**src/rtl/glay_kernel_control_pkg.sv**
```systemverilog
// Shared types for the GLay ap_ctrl_chain front-end: FSM states, perf record and descriptor layout.
// The perf record is only used when the top is built with GLAY_CONTROL_PERF_EN.
package glay_control_pkg;
  typedef enum logic {S_IDLE = 1'b0, S_DESC = 1'b1} control_state_t;

  localparam int GLAY_CONTROL_MAX_OUTSTANDING = 2;

  typedef struct packed {
    logic [63:0] busy_cycles;
    logic [31:0] launches;
    logic [31:0] stall_cycles;
  } glay_control_perf_t;
endpackage


```
**src/rtl/glay_control_counter.sv**
```systemverilog
// Up/down counter that saturates at zero and all-ones; simultaneous inc and dec leave it unchanged.
// o_full flags count >= MAX; o_zero flags count == 0. Both derive from the registered count.
module glay_control_counter #(
  parameter int W   = 4,
  parameter int MAX = 2
) (
  input  logic         i_clk,
  input  logic         i_rst_n,
  input  logic         i_inc,
  input  logic         i_dec,
  output logic [W-1:0] o_count,
  output logic         o_zero,
  output logic         o_full
);
  logic [W-1:0] r_count;

  always_ff @(posedge i_clk or negedge i_rst_n) begin
    if (!i_rst_n) begin
      r_count <= '0;
    end else if (i_inc && !i_dec && !(&r_count)) begin
      r_count <= r_count + 1'b1;
    end else if (i_dec && !i_inc && (r_count != '0)) begin
      r_count <= r_count - 1'b1;
    end
  end

  assign o_count = r_count;
  assign o_zero  = (r_count == '0);
  assign o_full  = (r_count >= W'(MAX));
endmodule

```
**src/rtl/glay_kernel_control.sv**
```systemverilog
// ap_ctrl_chain front-end for glay_kernel_cu: captures args into a valid/ready descriptor,
// tracks in-flight launches and holds ap_done until ap_continue. GLAY_CONTROL_PERF_EN adds perf counters.
module glay_kernel_control
  import glay_control_pkg::*;
#(
  parameter int NUM_ARGS        = 9,
  parameter int ARG_W           = 64,
  parameter int MAX_OUTSTANDING = GLAY_CONTROL_MAX_OUTSTANDING,
  parameter int CNT_W           = 4
) (
  input  logic                      ap_clk,
  input  logic                      ap_rst_n,
  input  logic                      ap_start,
  input  logic                      ap_continue,
  output logic                      ap_idle,
  output logic                      ap_ready,
  output logic                      ap_done,
  input  logic [NUM_ARGS*ARG_W-1:0] args_in,
  output logic                      desc_valid,
  input  logic                      desc_ready,
  output logic [NUM_ARGS*ARG_W-1:0] desc_payload,
  input  logic                      cu_done,
  output logic [CNT_W-1:0]          launch_count
`ifdef GLAY_CONTROL_PERF_EN
  ,
  output logic [63:0]               perf_busy_cycles,
  output logic [31:0]               perf_launches,
  output logic [31:0]               perf_stall_cycles
`endif
);
  control_state_t            r_state, w_state_nxt;
  logic [NUM_ARGS*ARG_W-1:0] r_payload;
  logic                      r_ap_ready, r_ap_done, r_ap_idle;
  logic                      w_accept, w_launch, w_cont, w_done_inc;
  logic [CNT_W-1:0]          w_in_flight, w_done_pend;
  logic                      w_if_zero, w_if_full, w_dp_zero, w_dp_full;

  always_comb begin
    w_state_nxt = r_state;
    w_accept    = 1'b0;
    w_launch    = 1'b0;
    case (r_state)
      S_IDLE: if (ap_start && !w_if_full) begin
        w_accept    = 1'b1;
        w_state_nxt = S_DESC;
      end
      S_DESC: if (desc_ready) begin
        w_launch    = 1'b1;
        w_state_nxt = S_IDLE;
      end
      default: w_state_nxt = S_IDLE;
    endcase
  end

  // A completion beyond the number of launches in flight is a CU protocol error and is dropped.
  assign w_cont     = ap_continue && !w_dp_zero;
  assign w_done_inc = cu_done && (w_done_pend != w_in_flight) && !w_dp_full;

  glay_control_counter #(.W(CNT_W), .MAX(MAX_OUTSTANDING)) u_in_flight (
    .i_clk   (ap_clk),
    .i_rst_n (ap_rst_n),
    .i_inc   (w_launch),
    .i_dec   (w_cont),
    .o_count (w_in_flight),
    .o_zero  (w_if_zero),
    .o_full  (w_if_full)
  );

  glay_control_counter #(.W(CNT_W), .MAX(MAX_OUTSTANDING)) u_done_pend (
    .i_clk   (ap_clk),
    .i_rst_n (ap_rst_n),
    .i_inc   (w_done_inc),
    .i_dec   (w_cont),
    .o_count (w_done_pend),
    .o_zero  (w_dp_zero),
    .o_full  (w_dp_full)
  );

  always_ff @(posedge ap_clk or negedge ap_rst_n) begin
    if (!ap_rst_n) begin
      r_state    <= S_IDLE;
      r_payload  <= '0;
      r_ap_ready <= 1'b0;
      r_ap_done  <= 1'b0;
      r_ap_idle  <= 1'b1;
    end else begin
      r_state    <= w_state_nxt;
      if (w_accept) r_payload <= args_in;
      r_ap_ready <= w_launch;
      r_ap_done  <= !w_dp_zero;
      r_ap_idle  <= (r_state == S_IDLE) && w_if_zero && w_dp_zero;
    end
  end

  assign desc_valid   = (r_state == S_DESC);
  assign desc_payload = r_payload;
  assign ap_ready     = r_ap_ready;
  assign ap_done      = r_ap_done;
  assign ap_idle      = r_ap_idle;
  assign launch_count = w_in_flight;

`ifdef GLAY_CONTROL_PERF_EN
  glay_control_perf_t r_perf;

  always_ff @(posedge ap_clk or negedge ap_rst_n) begin
    if (!ap_rst_n) begin
      r_perf <= '0;
    end else begin
      if (!r_ap_idle && !(&r_perf.busy_cycles))
        r_perf.busy_cycles <= r_perf.busy_cycles + 64'd1;
      if (w_launch && !(&r_perf.launches))
        r_perf.launches <= r_perf.launches + 32'd1;
      if ((r_state == S_DESC) && !desc_ready && !(&r_perf.stall_cycles))
        r_perf.stall_cycles <= r_perf.stall_cycles + 32'd1;
    end
  end

  assign perf_busy_cycles  = r_perf.busy_cycles;
  assign perf_launches     = r_perf.launches;
  assign perf_stall_cycles = r_perf.stall_cycles;
`endif
endmodule

```
**config.mk**
```make
export PLATFORM = sky130hd
export DESIGN_NAME = glay_kernel_control
export DESIGN_NICKNAME = d
export VERILOG_FILES = /design/src/rtl/glay_kernel_control_pkg.sv /design/src/rtl/glay_control_counter.sv /design/src/rtl/glay_kernel_control.sv
export SDC_FILE = /design/constraint.sdc
export NUM_CORES = 1
export LEC_CHECK = 0
export CORE_AREA = 4 4 447 449
export DETAILED_ROUTE_END_ITERATION = 7
export DIE_AREA = 0 0 451 453
export DONT_BUFFER_PORTS = 1
export PLACE_DENSITY = 0.31
export SETUP_SLACK_MARGIN = 0.1
export SYNTH_ARGS = -nofsm -noshare
export SYNTH_HDL_FRONTEND = slang
export SYNTH_SLANG_ARGS = --single-unit
```
**constraint.sdc**
```tcl
create_clock -name ap_clk -period 3.35 [get_ports ap_clk]
set_input_delay 0.1675 -clock ap_clk [delete_from_list [all_inputs] [get_ports ap_clk]]
set_output_delay 0.1675 -clock ap_clk [all_outputs]
set_load 0.1 [all_outputs]
```
==> flow_summary.ini, run 1 <==
[global_route]
use_met2_pct = 19.3
met3_usage_pct = 6.98
grt.overflow.total = 0
grt_pass1_vias = 16300
grt_first_pass_wirelength_um = 162000
antenna_found_initial = 86
grtUsageTotal_pct = 11.9
met1_usage_pct = 13.3
top_usage_layer = met2
grt_max_degree = 589

[finish]
drive_above_1_share_pct = 39.3
nNetsFinal = 2639
regArea_um2 = 14700
syn_to_final_growth_pct = 56.4
fillers = 21500
multi_input_area_um2 = 6900
utilization_pct = 17.8

[sta]
fmax_mhz = 377
worst_slew_pin_slew_ns = 1.52
hold_viol_final = 0
slew_viol_final = 45
period_needed_ns = 2.65
rsz0062_at_grt = false
min_period_over_period_pct = 79.1
setup_tns_ns = 0
holdWs_ns = 0.137
worst_clock_skew_ns = 0.0396
relSlewSlack_pct = -1.52
finalSetupViolCount = 0

[clock_tree]
clock_latency_ns = 0.68
cts-root-buf = clkbuf_16
path_clk_slew_ns = 0.06
cts_resized = 0
cts_sinks = 588
cts_max_path_buffers = 3
cts_max_level = 3
cts_tree = yes
cts_buffers = 79

[yosys]
ys_ff_latch = 588
synth.net_count = 1866
syn_inst = 1278
ys_seq_area_share_pct = 66.0
synth.avg_cell_area_um2 = 17.5
synth.distinct_cells = 30
yosysWarnings = 0
netlist_area_um2 = 22300

[run_status]
run_status = finished with violations
violations = slew limit

[routing]
drtAntennaViolNets = 0
viasPerCell = 3.09
vias = 14700
drt_iter0_markers = 765
wl_um = 126000
drtPass1Iterations = 4
avgRoutedWirePerCell_um = 26.5
drc = 0

[floorplan]
die_h_um = 453
core_area_um2 = 196000
initial_core_util_pct = 11.4
die_x_um = 451
std_cell_rows = 163
io-pin-count = 1166
dieArea_um2 = 204000

[setup_path]
max_stage_delay_ns = 0.52
cp_max_fo = 96
critical_path.cell_chain = nor3_1 > nand3_4 > buf_12 > buf_12 > mux2_2
crit_arrival_ns = 3.19
critPathLaunchType = flop
end_kind = flop
crit_type = reg -> reg
critical-path-top-delay-family = simple AND/OR/NAND/NOR gates
cp_num_buf_inv = 2
crit_required_ns = 3.89
crit_top_cell = buf_12
cp_slowest_cell = nor3_1

[placed_design]
finalWeightedCongestion = 0.909
portBuffers = 0
hpwlAfterDp_um = 104000

[worst_hold_path]
hp-class = in -> reg

[job]
cap_viol_max_count = 0
layer usage:
metal  up-vias  wire length, um
met2       756            60100
li1       6073                -
met5         -               81
met3       182            17800
met4        12             2930
met1      7704            45400
timing repair:
| action | CTS | global route |
|---|---|---|
| buffers inserted | 0 | 0 |
| hold buffers | 583 | 1 |
| hold endpoints to repair | 1174 | 228 |
placed cells by master, fill, tap and decap left out, drive strengths merged, types with 2 or more instances in the layout:
cell type	count
mux2i	3
clkinvlp	4
mux2	580
clkbuf	107
a21oi	2
dfrtp	587
buf	173
or4	2
inv	9
ha	4
nand3	2
bufinv	5
dlygate4sd3	584
xor2	6
o21ai	3
nand2	4
nor3	2
fa	2
diode	13
clkinv	21
a21o	3
logic make-up after synthesis:
family,count (synthesis),share of synthesized area (%)
buffers and inverters,69,3.18
muxes,583,29.4
and+or+nand+nor,16,0.482
AOI/OAI and AO/OA,9,0.269
DFF,588,66.0
xor gates and xnor gates,7,0.275
adders and majority gates,6,0.404
worst paths after layout:
path | from | end | slack [ns] | depth (start not counted)
max reg2reg | u_in_flight.o_count[2] | desc_payload[449] | 0.70 | 5
min in group asynchronous | ap_rst_n | desc_payload[99] | 0.24 | 2
min reg2reg | desc_payload[522] | desc_payload[522] | 0.51 | 1
max | u_in_flight.o_count[2] | desc_payload[449] | 0.70 | 5
min | args_in[14] | desc_payload[14] | 0.14 | 2
max in group asynchronous | ap_rst_n | desc_payload[174] | 0.95 | 3
synth_stat cells:
cell type | number | area, um^2
o21ai_2 | 1 | 8.76
fa_1 | 2 | 40.0
ha_1 | 4 | 50.1
mux2i_1 | 3 | 30.0
dfrtp_1 | 587 | 14700
a21o_1 | 3 | 22.5
dfstp_2 | 1 | 26.3
nand3_1 | 2 | 10.0
o21ai_0 | 2 | 10.0
nand4_1 | 1 | 6.26
clkbuf_2 | 1 | 5.00
inv_2 | 1 | 3.75
mux2_1 | 51 | 574
xor2_1 | 6 | 52.6
nor3_1 | 2 | 10.0
and4_4 | 1 | 11.3
nand2_1 | 4 | 15.0
mux2_4 | 2 | 30.0
or4_4 | 2 | 22.5
nor2_4 | 1 | 11.3
and2_1 | 1 | 6.26
nor4b_1 | 1 | 8.76
a211o_1 | 1 | 8.76
inv_1 | 3 | 11.3
nand2b_1 | 1 | 6.26
a21oi_1 | 2 | 10.0
buf_6 | 59 | 664
mux2_2 | 527 | 5930
xnor2_1 | 1 | 8.76
buf_2 | 5 | 25.0
registers in the layout (all words and copies together) (netlist names):
register	flops
ap_done	1
ap_idle	1
ap_ready	1
desc_payload	576
desc_valid	1
u_done_pend.o_count	4
u_in_flight.o_count	4
cell type report:
| type | count | share of cell area [%] |
|---|---|---|
| timing repair buffer | 757 | 20.9 |
| tap | 2640 | 9.47 |
| clock inverter | 35 | 1.37 |
| clock buffer | 107 | 6.14 |
| multi-input combinational | 621 | 19.8 |
| antenna | 13 | 0.0932 |
| sequential | 588 | 42.2 |
| inverter | 4 | 0.0430 |
per-stage QoR:
stage	setup slack [ns]	std cells	cell area [um^2]
global route	0.580	4756	34900
detailed placement	0.708	4023	26300
finish	0.700	4765	34900
CTS	0.675	4748	34800
global placement	0.730	4023	26300
floorplan	0.346	1278	22300
Power of run 1 is left out: the tool's default activity adds up to more than one toggle a clock period on the data nets, which glitch-free logic cannot reach.
==> inputs of run 2 (changes only) <==
Clock period 3.35 ns to 2.5 ns, I/O delays scaled along.
==> flow_summary.ini, run 2 (synthesized netlist as in run 1, its figures left out) <==
[run_status]
run_status = finished with violations
violations = hold timing

[routing]
viasPerCell = 3.03
drtAntennaViolNets = 0
wl_um = 103000
vias = 14500
drtPass1Iterations = 6
drt_iter0_markers = 627
avgRoutedWirePerCell_um = 21.5
drc = 0

[floorplan]
die_h_um = 453
core_area_um2 = 196000
dieArea_um2 = 204000
die_x_um = 451
initial_core_util_pct = 11.4
io-pin-count = 1166
std_cell_rows = 163

[sta]
relSlewSlack_pct = 23.1
holdWs_ns = -0.831
min_period_over_period_pct = 93.8
fmax_mhz = 427
worst_clock_skew_ns = 0.0332
worst_slew_pin_slew_ns = 1.15
finalSetupViolCount = 0
rsz0062_at_grt = true
slew_viol_final = 0
period_needed_ns = 2.34
hold_viol_final = 430

[job]
cap_viol_max_count = 0

[setup_path]
crit_arrival_ns = 2.93
crit_type = reg -> reg
critical-path-top-delay-family = simple AND/OR/NAND/NOR gates
crit_required_ns = 3.08
end_kind = flop
cp_max_fo = 4
max_stage_delay_ns = 0.56
cp_num_buf_inv = 1
critPathLaunchType = flop
critical_path.cell_chain = or4_4 > nand2_1 > nand3_1 > buf_4 > ha_1 > a21oi_1 > mux2i_1 > xor2_1
cp_slowest_cell = or4_4

[finish]
mostFrequentLayoutCell = dlygate4sd3_1
nNetsFinal = 2671
largest_reg_flops = 576
syn_to_final_growth_pct = 57.4
drive_above_1_share_pct = 40.5
final_cell_mix = 590 x dlygate4sd3_1, 582 x dfrtp_1, 527 x mux2_2

[global_route]
grt_max_degree = 589
grt_pass1_vias = 16200
antenna_found_initial = 40
grt.overflow.total = 0
grt_first_pass_wirelength_um = 138000
grtUsageTotal_pct = 9.62

[worst_hold_path]
hp-class = in -> async

[clock_tree]
cts_tree = yes
path_clk_slew_ns = 0.05
cts_max_level = 3
cts_buffers = 77
cts_sinks = 588
hold_buffers = 590
cts_max_path_buffers = 3
cts-root-buf = clkbuf_16
clock_latency_ns = 0.66

[placed_design]
portBuffers = 0
finalWeightedCongestion = 0.842
hpwlAfterDp_um = 81600
run 2: path summary, 6_finish.rpt:
path                                           to  slack, ns                    from  cells after the start
setup / recovery           u_in_flight.o_count[3]       0.16  u_done_pend.o_count[2]                      8
hold / removal                  desc_payload[425]      -0.83                ap_rst_n                      0
setup reg to reg           u_in_flight.o_count[3]       0.16  u_done_pend.o_count[2]                      8
hold reg to reg                           ap_idle       0.46              desc_valid                      1
max in group asynchronous       desc_payload[320]       1.42                ap_rst_n                      2
min in group ap_clk             desc_payload[477]       0.13                ap_start                      3
run 2: layer usage:
layer / track usage [%] / vias to the layer above / wire length (um)
li1: - / 6137 / -
met4: 2.53 / 2 / 2640
met3: 3.94 / 153 / 9240
met2: 17.1 / 638 / 53500
met1: 10.5 / 7577 / 37400
met5: 0 / - / 13
run 2: timing repair:
item | 4_1_cts | 5_1_grt
endpoints found under the setup margin | 1 | 1
pin swaps | 4 | 3
buffers inserted | 4 | 1
gates resized for setup | 3 | 1
endpoints found under the hold margin | 1174 | 430
run 2: cell type report:
class,instances,area [um^2]
diodes,8,20.0
clock inverters,28,334
multi-input cells,621,6930
flip-flops and latches,588,14700
clock buffers,105,2190
repair buffers,791,7590
well taps,2640,3300
inverters,4,17.5
fillers,21400,161000
run 2: stage by stage:
stage               setup WS, ns  std cells  util (%)  instance area (um^2)  setup TNS [ns]
finish                     0.156       4785      17.9                 35100               0
global route              0.0842       4780      17.9                 35100               0
CTS                        0.100       4773      17.8                 35000               0
detailed placement        0.0549       4046      13.5                 26500               0
global placement           0.132       4046      13.5                 26500               0
floorplan                -0.0529       1278         -                 22300         -0.0529
Power of run 2 is left out for the same reason.
==> inputs of run 3 (changes only) <==
Settings changed: HOLD_SLACK_MARGIN set to 0.1.
==> flow_summary.ini, run 3 <==
[clock_tree]
cts_max_path_buffers = 3
cts_buffers = 77
cts_max_level = 3
cts_resized = 3
cts_sinks = 588
hold_buffers = 837
cts-root-buf = clkbuf_16
post_cts_buffers = 4

[floorplan]
die_x_um = 451
io-pin-count = 1166
std_cell_rows = 163
die_h_um = 453
initial_core_util_pct = 11.4

[yosys]
yosysWarnings = 0
synth.distinct_cells = 30
ys_ff_latch = 588
synth.avg_cell_area_um2 = 17.5
yosysMostFrequentCell = dfrtp_1
yosys-top-cells-count = 587 x dfrtp_1, 527 x mux2_2, 59 x buf_6
netlist_area_um2 = 22300
synth_edf_count = 0
syn_inst = 1278
ys_seq_area_share_pct = 66.0
synth.net_count = 1866
async_flop_share_pct = 100
synth.area.top_cells = dfrtp_1 66%, mux2_2 27%, buf_6 3.0%, mux2_1 2.6%, xor2_1 0.24%
synth_area_leader_cell = dfrtp_1
synthFlopType = dfrtp_1
synth_top_area_share_pct = 65.8

[placed_design]
placed_cell_area_um2 = 26500
hpwlAfterDp_um = 81600
portBuffers = 0
finalWeightedCongestion = 0.842
place_inst = 4046

[run_status]
stop_stage = clock tree synthesis
stop_error = [ERROR RSZ-0060] Max buffer count reached.
run_status = did not finish
## run 3: kinds of logic after synthesis
family	synth area share, %
and+or+nand+nor	0.482
buffers and inverters	3.18
AOI/OAI and AO/OA	0.269
DFF	66.0
xor gates and xnor gates	0.275
muxes	29.4
adders and majority gates	0.404
## run 3: per-stage QoR
stage	util [%]	setup WS [ns]	hold slack [ns]
after detailed placement	13.5	0.0549	-0.153
after global placement	13.5	0.132	-0.151
after floorplan	-	-0.0529	-0.171
==> inputs of run 4 (changes only) <==
Settings changed: CORE_AREA 4 4 447 449 to 4 4 458 460, DIE_AREA 0 0 451 453 to 0 0 462 464, HOLD_SLACK_MARGIN 0.1 to unset, PLACE_DENSITY 0.31 to unset, PLACE_DENSITY_LB_ADDON set to 0.15, SETUP_SLACK_MARGIN 0.1 to unset.
==> flow_summary.ini, run 4 (synthesized netlist as in run 1, its figures left out) <==
[global_route]
grtUsageTotal_pct = 9.81
grt_max_degree = 589
use_met2_pct = 17.1
top_usage_layer = met2
met3_usage_pct = 4.00
grt.overflow.total = 0
grt_pass1_vias = 17200
grt_first_pass_wirelength_um = 146000
met1_usage_pct = 10.4
antenna_found_initial = 62

[run_status]
run_status = finished with violations
violations = hold timing

[setup_path]
cp_max_fo = 4
end_kind = flop
crit_required_ns = 3.09
crit_type = reg -> reg
crit_arrival_ns = 2.98
critPathLaunchType = flop

[clock_tree]
cts_buffers = 79
clock_latency_ns = 0.70
cts_tree = yes
hold_buffers = 672
cts_max_level = 3
cts_sinks = 588
cts-root-buf = clkbuf_16
cts_resized = 0
path_clk_slew_ns = 0.06
cts_max_path_buffers = 3
post_cts_buffers = 0

[routing]
drtAntennaViolNets = 0
avgRoutedWirePerCell_um = 22.1
viasPerCell = 2.99
drc = 0
drtPass1Iterations = 4
drt_iter0_markers = 368
wl_um = 110000
vias = 14900

[placed_design]
place_inst = 4128
finalWeightedCongestion = 0.789
placed_cell_area_um2 = 26700
hpwlAfterDp_um = 87100
portBuffers = 0

[finish]
fin_area_um2 = 36300
multi_input_area_um2 = 6900
drive_above_1_share_pct = 39.3
fillers = 22400
mostFrequentLayoutCell = dlygate4sd3_1
utilization_pct = 17.6
nNetsFinal = 2768
largest_reg_flops = 576
final_cell_mix = 672 x dlygate4sd3_1, 583 x dfrtp_1, 527 x mux2_2
regArea_um2 = 14700
syn_to_final_growth_pct = 62.8
fin_cells = 4976

[floorplan]
die_h_um = 464
die_x_um = 462
core_area_um2 = 206000
io-pin-count = 1166
std_cell_rows = 167
initial_core_util_pct = 10.8
dieArea_um2 = 214000

[sta]
period_needed_ns = 2.40
relSlewSlack_pct = 28.7
slew_viol_final = 0
rsz0062_at_grt = false
setup_tns_ns = 0
finalSetupViolCount = 0
fmax_mhz = 417
worst_clock_skew_ns = 0.0261
holdWs_ns = -0.863
hold_viol_final = 445
min_period_over_period_pct = 95.9
worst_slew_pin_slew_ns = 1.07

[job]
cap_viol_max_count = 0

[worst_hold_path]
hp-class = in -> async
==> run 4: area by class of cell <==
cell class                 count  share of cell area, %
clock inverter                35                   1.46
multi-input combinational    621                   19.0
tap                         2704                   9.31
antenna                       29                  0.200
clock buffer                 109                   6.08
timing repair buffer         886                   23.4
sequential                   588                   40.5
inverter                       4                 0.0482
==> run 4: path summary, 6_finish.rpt <==
path | from | to | slack [ns] | cells after the start
min in group ap_clk | ap_start | desc_payload[236] | 0.10 | 3
worst min-delay path | ap_rst_n | desc_payload[148] | -0.86 | 0
max in group asynchronous | ap_rst_n | desc_payload[259] | 1.48 | 2
worst max register to register | u_done_pend.o_count[3] | u_done_pend.o_count[3] | 0.10 | 9
worst min register to register | desc_valid | ap_idle | 0.47 | 1
worst max-delay path | u_done_pend.o_count[3] | u_done_pend.o_count[3] | 0.10 | 9
==> run 4: per-layer routing <==
layer | routed length [um] | share of wire, %
met5 | 70 | 0.064
met4 | 4040 | 3.7
met3 | 11500 | 10
met2 | 54100 | 49
met1 | 40500 | 37
==> run 4: metrics by stage <==
| stage | setup WS (ns) | hold slack, ns |
|---|---|---|
| 2_1_floorplan | -0.0529 | -0.171 |
| 3_3_place_gp | 0.0561 | -0.141 |
| 6_report | 0.104 | -0.863 |
| 5_1_grt | 0.00166 | -0.948 |
| 3_5_place_dp | 0.0861 | -0.147 |
| 4_1_cts | 0.0723 | -0.978 |
==> run 4: critical path, stage by stage, from the launching register on <==
cell     delay, ns
dfrtp_1       0.43
xor2_1        0.16
or4_4         0.50
and4_4        0.19
inv_4         0.07
ha_1          0.22
a21o_1        0.19
a21oi_2       0.13
mux2i_1       0.25
xnor2_1       0.16
Power of run 4 is left out for the same reason.
